`config.mk`:
```
export PLATFORM = sky130hd
export DESIGN_NAME = shift_sequencer
export DESIGN_NICKNAME = d
export VERILOG_FILES = /design/src/rtl/shift_seq_pkg.sv /design/src/rtl/shift_step.sv /design/src/rtl/shift_sequencer.sv
export SDC_FILE = /design/constraint.sdc
export NUM_CORES = 1
export LEC_CHECK = 0
export ABC_AREA = 1
export BUFFER_PORTS_ARGS = -buffer_cell sky130_fd_sc_hd__buf_2
export CORE_ASPECT_RATIO = 0.9
export CORE_UTILIZATION = 55
export DETAILED_ROUTE_END_ITERATION = 10
export PLACE_DENSITY = 0.83
export SKIP_LAST_GASP = 1
export SYNTH_ARGS = -nofsm -noshare
export SYNTH_HDL_FRONTEND = slang
export SYNTH_SLANG_ARGS = --single-unit
```
`constraint.sdc`:
```
create_clock -name clk -period 3.15 [get_ports clk]
set_input_delay 0.1575 -clock clk [delete_from_list [all_inputs] [get_ports clk]]
set_output_delay 0.1575 -clock clk [all_outputs]
set_load 0.02 [all_outputs]
```
`src/rtl/shift_seq_pkg.sv`:
```
// Shared types and default widths for the multi-bit shift sequencer.
// Used by shift_step and shift_sequencer (optional feature macro: SHIFT_EARLY_ZERO_EN).
package shift_seq_pkg;

    localparam int DEF_DATA_W = 16;
    localparam int DEF_AMT_W  = 4;

    typedef enum logic [1:0] {
        SH_PASS = 2'b00,
        SH_LSL  = 2'b01,
        SH_LSR  = 2'b10,
        SH_ROR  = 2'b11
    } shift_op_t;

    typedef enum logic [1:0] {
        IDLE  = 2'b00,
        SHIFT = 2'b01,
        DONE  = 2'b10
    } state_t;

    // Zero-filling ops are the only ones whose result can collapse to zero early.
    function automatic logic is_zero_fill(input shift_op_t op);
        return (op == SH_LSL) || (op == SH_LSR);
    endfunction

endpackage

```
`src/rtl/shift_step.sv`:
```
// Combinational single-bit shift unit: pass, shift left, logical shift right,
// rotate right by one, selected per output bit.
module shift_step
    import shift_seq_pkg::*;
#(
    parameter int DATA_W = DEF_DATA_W
) (
    input  logic [DATA_W-1:0] d,
    input  shift_op_t         op,
    output logic [DATA_W-1:0] q
);

    generate
        for (genvar gi = 0; gi < DATA_W; gi++) begin : g_bit
            logic shl_bit;
            logic lsr_bit;
            logic ror_bit;

            if (gi == 0) begin : g_lsb
                assign shl_bit = 1'b0;
            end else begin : g_not_lsb
                assign shl_bit = d[gi-1];
            end

            // The MSB is where the two right shifts differ: zero-fill versus bit 0 wrapping in.
            if (gi == DATA_W - 1) begin : g_msb
                assign lsr_bit = 1'b0;
                assign ror_bit = d[0];
            end else begin : g_not_msb
                assign lsr_bit = d[gi+1];
                assign ror_bit = d[gi+1];
            end

            assign q[gi] = (op == SH_LSL) ? shl_bit :
                           (op == SH_LSR) ? lsr_bit :
                           (op == SH_ROR) ? ror_bit :
                                            d[gi];
        end
    endgenerate

endmodule

```
`src/rtl/shift_sequencer.sv`:
```
// Multi-bit shift controller: accepts one request, applies shift_step once per clock
// for the requested amount, then holds the result. Optional macro: SHIFT_EARLY_ZERO_EN.
module shift_sequencer
    import shift_seq_pkg::*;
#(
    parameter int DATA_W = DEF_DATA_W,
    parameter int AMT_W  = DEF_AMT_W
) (
    input  logic              clk,
    input  logic              reset_n,
    input  logic              in_valid,
    output logic              in_ready,
    input  logic [DATA_W-1:0] in_data,
    input  logic [1:0]        in_shift,
    input  logic [AMT_W-1:0]  in_amt,
    output logic              out_valid,
    input  logic              out_ready,
    output logic [DATA_W-1:0] out_data,
    output logic              busy
);

    state_t             state_reg, state_next;
    logic [DATA_W-1:0]  data_reg,  data_next;
    logic [AMT_W-1:0]   cnt_reg,   cnt_next;
    shift_op_t          op_reg,    op_next;
    logic [DATA_W-1:0]  step_q;

    shift_step #(
        .DATA_W (DATA_W)
    ) u_step (
        .d  (data_reg),
        .op (op_reg),
        .q  (step_q)
    );

    always_ff @(posedge clk or negedge reset_n) begin
        if (!reset_n) begin
            state_reg <= IDLE;
            data_reg  <= '0;
            cnt_reg   <= '0;
            op_reg    <= SH_PASS;
        end else begin
            state_reg <= state_next;
            data_reg  <= data_next;
            cnt_reg   <= cnt_next;
            op_reg    <= op_next;
        end
    end

    always_comb begin
        state_next = state_reg;
        data_next  = data_reg;
        cnt_next   = cnt_reg;
        op_next    = op_reg;
        in_ready   = 1'b0;
        out_valid  = 1'b0;
        busy       = 1'b0;

        case (state_reg)
            IDLE: begin
                in_ready = 1'b1;
                if (in_valid) begin
                    data_next = in_data;
                    op_next   = shift_op_t'(in_shift);
                    cnt_next  = in_amt;
                    // Nothing to iterate for a pass or a zero amount: result is the operand.
                    if ((in_amt == '0) || (shift_op_t'(in_shift) == SH_PASS)) begin
                        state_next = DONE;
                    end else begin
                        state_next = SHIFT;
                    end
                end
            end

            SHIFT: begin
                busy      = 1'b1;
                data_next = step_q;
                cnt_next  = cnt_reg - AMT_W'(1);
                if (cnt_reg == AMT_W'(1)) begin
                    state_next = DONE;
                end
`ifdef SHIFT_EARLY_ZERO_EN
                // Once a zero-filling shift reaches zero, further steps cannot change it.
                if (is_zero_fill(op_reg) && (step_q == '0)) begin
                    state_next = DONE;
                    cnt_next   = '0;
                end
`endif
            end

            DONE: begin
                busy      = 1'b1;
                out_valid = 1'b1;
                if (out_ready) begin
                    state_next = IDLE;
                end
            end

            default: begin
                state_next = IDLE;
            end
        endcase
    end

    assign out_data = data_reg;

endmodule

```
### Word level (Yosys, flattened, before mapping)

Index checks and enable logic that the tools add are counted.

* bits in registers: 24
* latch bits: 0
* RAM bits: 0
* bits in read-only memories: 0
* input bits: 26
* output and inout port bits: 19
* word-level logic and storage cells: 85
* memories kept: 0

* add/sub/neg operators: 1
* multiply operators: 0
* divide/modulo/power cells: 0
* order comparisons: 0
* eq/ne operators: 10
* shift operators: 0
* multiplexer cells: 60
* bitwise operators: 0
* reductions and logical operators: 10

Operators with widths (count)
* two-way mux 1 bit: 51
* one-hot mux 16 bit (2 select lines): 1
* two-way mux 16 bit: 1
* two-way mux 2 bit: 4
* one-hot mux 4 bit (2 select lines): 1
* == test 2 bit (second input constant): 3
* inequality test 2 bit (second input constant): 3
* one-hot mux 2 bit (3 select lines): 1
* AND reduction 3 bit: 2
* == test 2 x 1 -> 1 bit (second input constant): 2
* == test 4 x 1 -> 1 bit (second input constant): 1
* logical NOT 2 bit: 2
* logical NOT 4 bit: 1
* two-way mux 4 bit: 1
* inequality test 4 x 1 -> 1 bit (second input constant): 1
* AND reduction 2 bit: 2
* subtractor 4 x 1 -> 4 bit (second input constant): 1
* nonzero test 2 bit: 1
* OR reduction 2 bit: 1
* logical OR 1 bit: 1

### Longest topological paths before layout

* word-level depth: 5
* mapped depth: 10
* gate-level depth less buffers: 9

### Modules after synthesis

From an unflattened synthesis, not the netlist that was laid out.

* cell total of the unflattened synthesis: 261
* area total of the unflattened synthesis: 1785.5 um2

Modules (own cells, without submodules)
* shift_sequencer: instances 1, cells each 159, area each 1326.3 um2, seq. area each 600.6 um2
* shift_step: instances 1, cells each 102, area each 459.2 um2, seq. area each 0.0 um2

### Worst setup path before layout

No wires, ideal clock.

* path type: register -> register
* start point: register state_reg[0]
* end point: register data_reg[10], in the netlist out_data[10]
* library setup time: 0.118 ns
* arrival time: 1.398 ns
* data required time: 3.032 ns
* slack: 1.634 ns
* cell stages (with the launch flop): 9
* path buffers: 1
* clock period less this slack: 1.516 ns
* path through: dfrtp_1 -> inv_1 -> ha_1 -> nand2_2 -> nand2_4 -> nand2_4 -> inv_4 -> buf_6 -> o21ai_2

* word-level cells in the longest chain between the ends: 3
* elaborated cells on any way between the ends: 7
* those cells by class: eq/ne (3); mux (1); reduce/logical (3)

Ends and longest elaborated chain
* start: declaration: RTL line shift_sequencer.sv:22 `state_t state_reg, state_next;`
* start signal: assignment: RTL line shift_sequencer.sv:43 `state_reg <= state_next;`
* == test 2 x 1 -> 1 bit or logical NOT 2 bit (tied branches): RTL line shift_sequencer.sv:59 `case (state_reg)`
* inequality test 4 x 1 -> 1 bit (no line) (tied with other cells)
* AND reduction 3 bit (no line)
* end signal: assignment: RTL line shift_sequencer.sv:44 `data_reg <= data_next;`
* end: declaration: RTL line shift_sequencer.sv:23 `logic [DATA_W-1:0] data_reg, data_next;`

Several ways; a longest one is shown, not always the timed one.
A chain may end at the register's enable or synchronous reset.

### Worst setup path in the final report

* start point: register state_reg[1]
* end point: register data_reg[1], in the netlist out_data[1]

Same word-level chain as after synthesis.

==> run metrics <==
status finished, final reports clean; synthesized area per cell between 7 and 8 sq um; leak pwr 0.001111 uW; Diodes inserted 0; final worst-path cycle share about 64%; number of synthesized flops with an enable pin 0; Final setup violation count 0; Die X roughly 60 um; area occupied by multi-input gates 865.8 sq um; largest net degree at the start of global routing 31; maximum VDD drop 0.0005073 V; Area growth syn-to-layout 13.39%; Root Driver clkbuf_4; Final TNS setup 0 ps; Antenna Nets Post-Route 0; fraction of registers with async set/reset 100.0%; routed len/inst 10.24 um; Die ar. around 0.0033 sq mm; Reg area 600.6 sq um; IO Pins 45; largest stage delay on the critical path 400 ps; router iterations before antenna repair 4; share of layout cells above drive strength 1 26.98%; Die Y between 50 and 60 um; Hold Path Class in2reg; cell area power density 1032 mW/mm^2; Final Hold Fails 0; clk slew on worst S/H paths 130 ps; Total Wirelength 3257 um; RSZ-0062 raised after global routing false; detailed placement HPWL 2408 um; Crit-path slowest cell dfrtp_1; top-area cell type share of the netlist area 35.71%; Setup Skew 8.472 ps; row count 18; worst slew pin tran 552.5 ps; Netlist Area Pre-Place between 0.0015 and 0.002 sq mm; Net Count, Synth 273; antenna violations before repair 0; Synth Warn # 0; placed instance area between 0.0015 and 0.002 sq mm; critical path type reg2reg; vias in the first global route 1,294; CTS Buf Count 3; CTS tree yes; placer congestion estimate between 0.8 and 0.9; max-capacitance violation count 0; htree depth 1; Total Routing Usage GR around 22%; Setup Fix Bufs, Post-CTS 0; ranking of synthesized cells by area dfrtp_1 (36%), nand2_1 (22%), o21ai_2 (7.8%), inv_1 (6.9%), ha_1 (6.0%); count leader, synth nand2_1; Setup crit end kind register; cells along the critical path inv_1, ha_1, buf_4, nand2_2, nand2_4, nand2_4, inv_4, nand2_1, o21ai_2; first-pass GRT wire length 5395 um; Initial Util 59.73%; clock buffer depth 2; Crit Path Max Fanout 30; top cells by count, synth nand2_1 (98), inv_1 (31), dfrtp_1 (24); worst-skew pair later-pin latency 320 ps; Worst slew margin 63.17%; area leader, netlist dfrtp_1; #FFs+latches synth 24; IO Port Bufs 44; CP dominant cell by count nand2_4; Fmax 498.5 MHz; Syn Inst Count around 240; DR DRC count 0; Fillers 255; Vias/cell 4.726; sequential-to-total area share from yosys stat 35.71%; number of flip-flops under the largest register name 16; min Tclk post-route between 2000 and 2500 ps; post-route cell area 0.001907 sq mm; Sink Count 24; pins over their slew limit 0; final layout net count roughly 310; CP required 3400 ps; DR iter-0 viols 76; Startpoint Class register; Synth cell types 22; Crit path buffers/inverters 3; via count approximately 1,500; dominant synthesized flop cell dfrtp_1; crit-path leading delay family buffers and inverters; Min Hold Slack 91.09 ps; Worst EP arrival 2250 ps; grt ovf 0; core area 0.002815 sq mm
==> metal layers <==
metal,track usage [%],share of wire [%],vias up
met1,28.51,49,656
met4,8.527,1.2,0
met5,0,0,-
met3,4.728,4.1,4
li1,-,-,810
met2,37.00,46,33
==> timing repair <==
action                     4_1_cts  5_1_grt
gates resized for setup          0        0
setup endpoints to repair        0        0
hold endpoints to repair        24        0
hold buffers                     1        0
==> kinds of logic (layout without fill, tap and decap cells) <==
kind of cell             count (synthesis)  count (layout)  synth area share [%]
AO/OA/AOI/OAI                           25              25                 10.94
XOR/XNOR                                 1               1                0.5209
adder cells (fa/ha/maj)                  8               8                 5.953
buffers and inverters                   44              83                 12.80
flip-flops                              24              24                 35.71
AND/OR/NAND/NOR                        137             137                 34.08
==> tightest hold or removal path, delay by kind of cell <==
kind,cells,cell delay (ps)
AO/OA/AOI/OAI,2,130
buffers and inverters,1,90
==> final cells by class <==
cell class,instances,share of cell area (%)
timing repair buffer,46,12.47
clock buffer,3,1.181
tap,40,2.625
sequential,24,31.50
multi-input combinational,171,45.41
inverter,34,6.824
==> placed cells by master (no fill, tap or decap), types with 7 or more instances in the layout <==
| master | count |
|---|---|
| ha_1 | 8 |
| nand2_2 | 7 |
| o21ai_2 | 15 |
| nand3_1 | 18 |
| nor2_1 | 11 |
| inv_1 | 31 |
| o21ai_0 | 7 |
| dfrtp_1 | 24 |
| buf_2 | 44 |
| nand2_1 | 98 |
==> path summary, 6_finish.rpt <==
kind / from / endpoint / slack, ps / depth (start not counted)
worst min register to register: out_data[15] / out_data[15] / 540 / 2
min in group asynchronous: reset_n / cnt_reg[3] / 340 / 2
worst max register to register: state_reg[1] / out_data[1] / 1140 / 9
worst max-delay path: state_reg[1] / out_data[1] / 1140 / 9
worst min-delay path: in_amt[1] / cnt_reg[1] / 90 / 3
max in group asynchronous: reset_n / out_data[2] / 2440 / 2
==> through the flow <==
step / total power [uW] / utilization, % / std cells / setup WS [ps]
global placement: 1819 / 66.58 / 314 / 1253
global route: 2185 / 67.73 / 318 / 948.6
finish: 1968 / 67.73 / 318 / 1144
floorplan: 1646 / - / 239 / 1634
CTS: 1982 / 67.73 / 318 / 1141
detailed placement: 1844 / 66.58 / 314 / 1159
==> power by group <==
| group | switching [uW] | leakage, uW | internal [uW] |
|---|---|---|---|
| registers | 95.3 | 0.000297 | 461 |
| logic | 845 | 0.000800 | 433 |
| clock network | 89.6 | 0.0000138 | 44.8 |
| total | 1030 | 0.00111 | 938 |
Note: power is estimated with default switching activity, not from simulation.
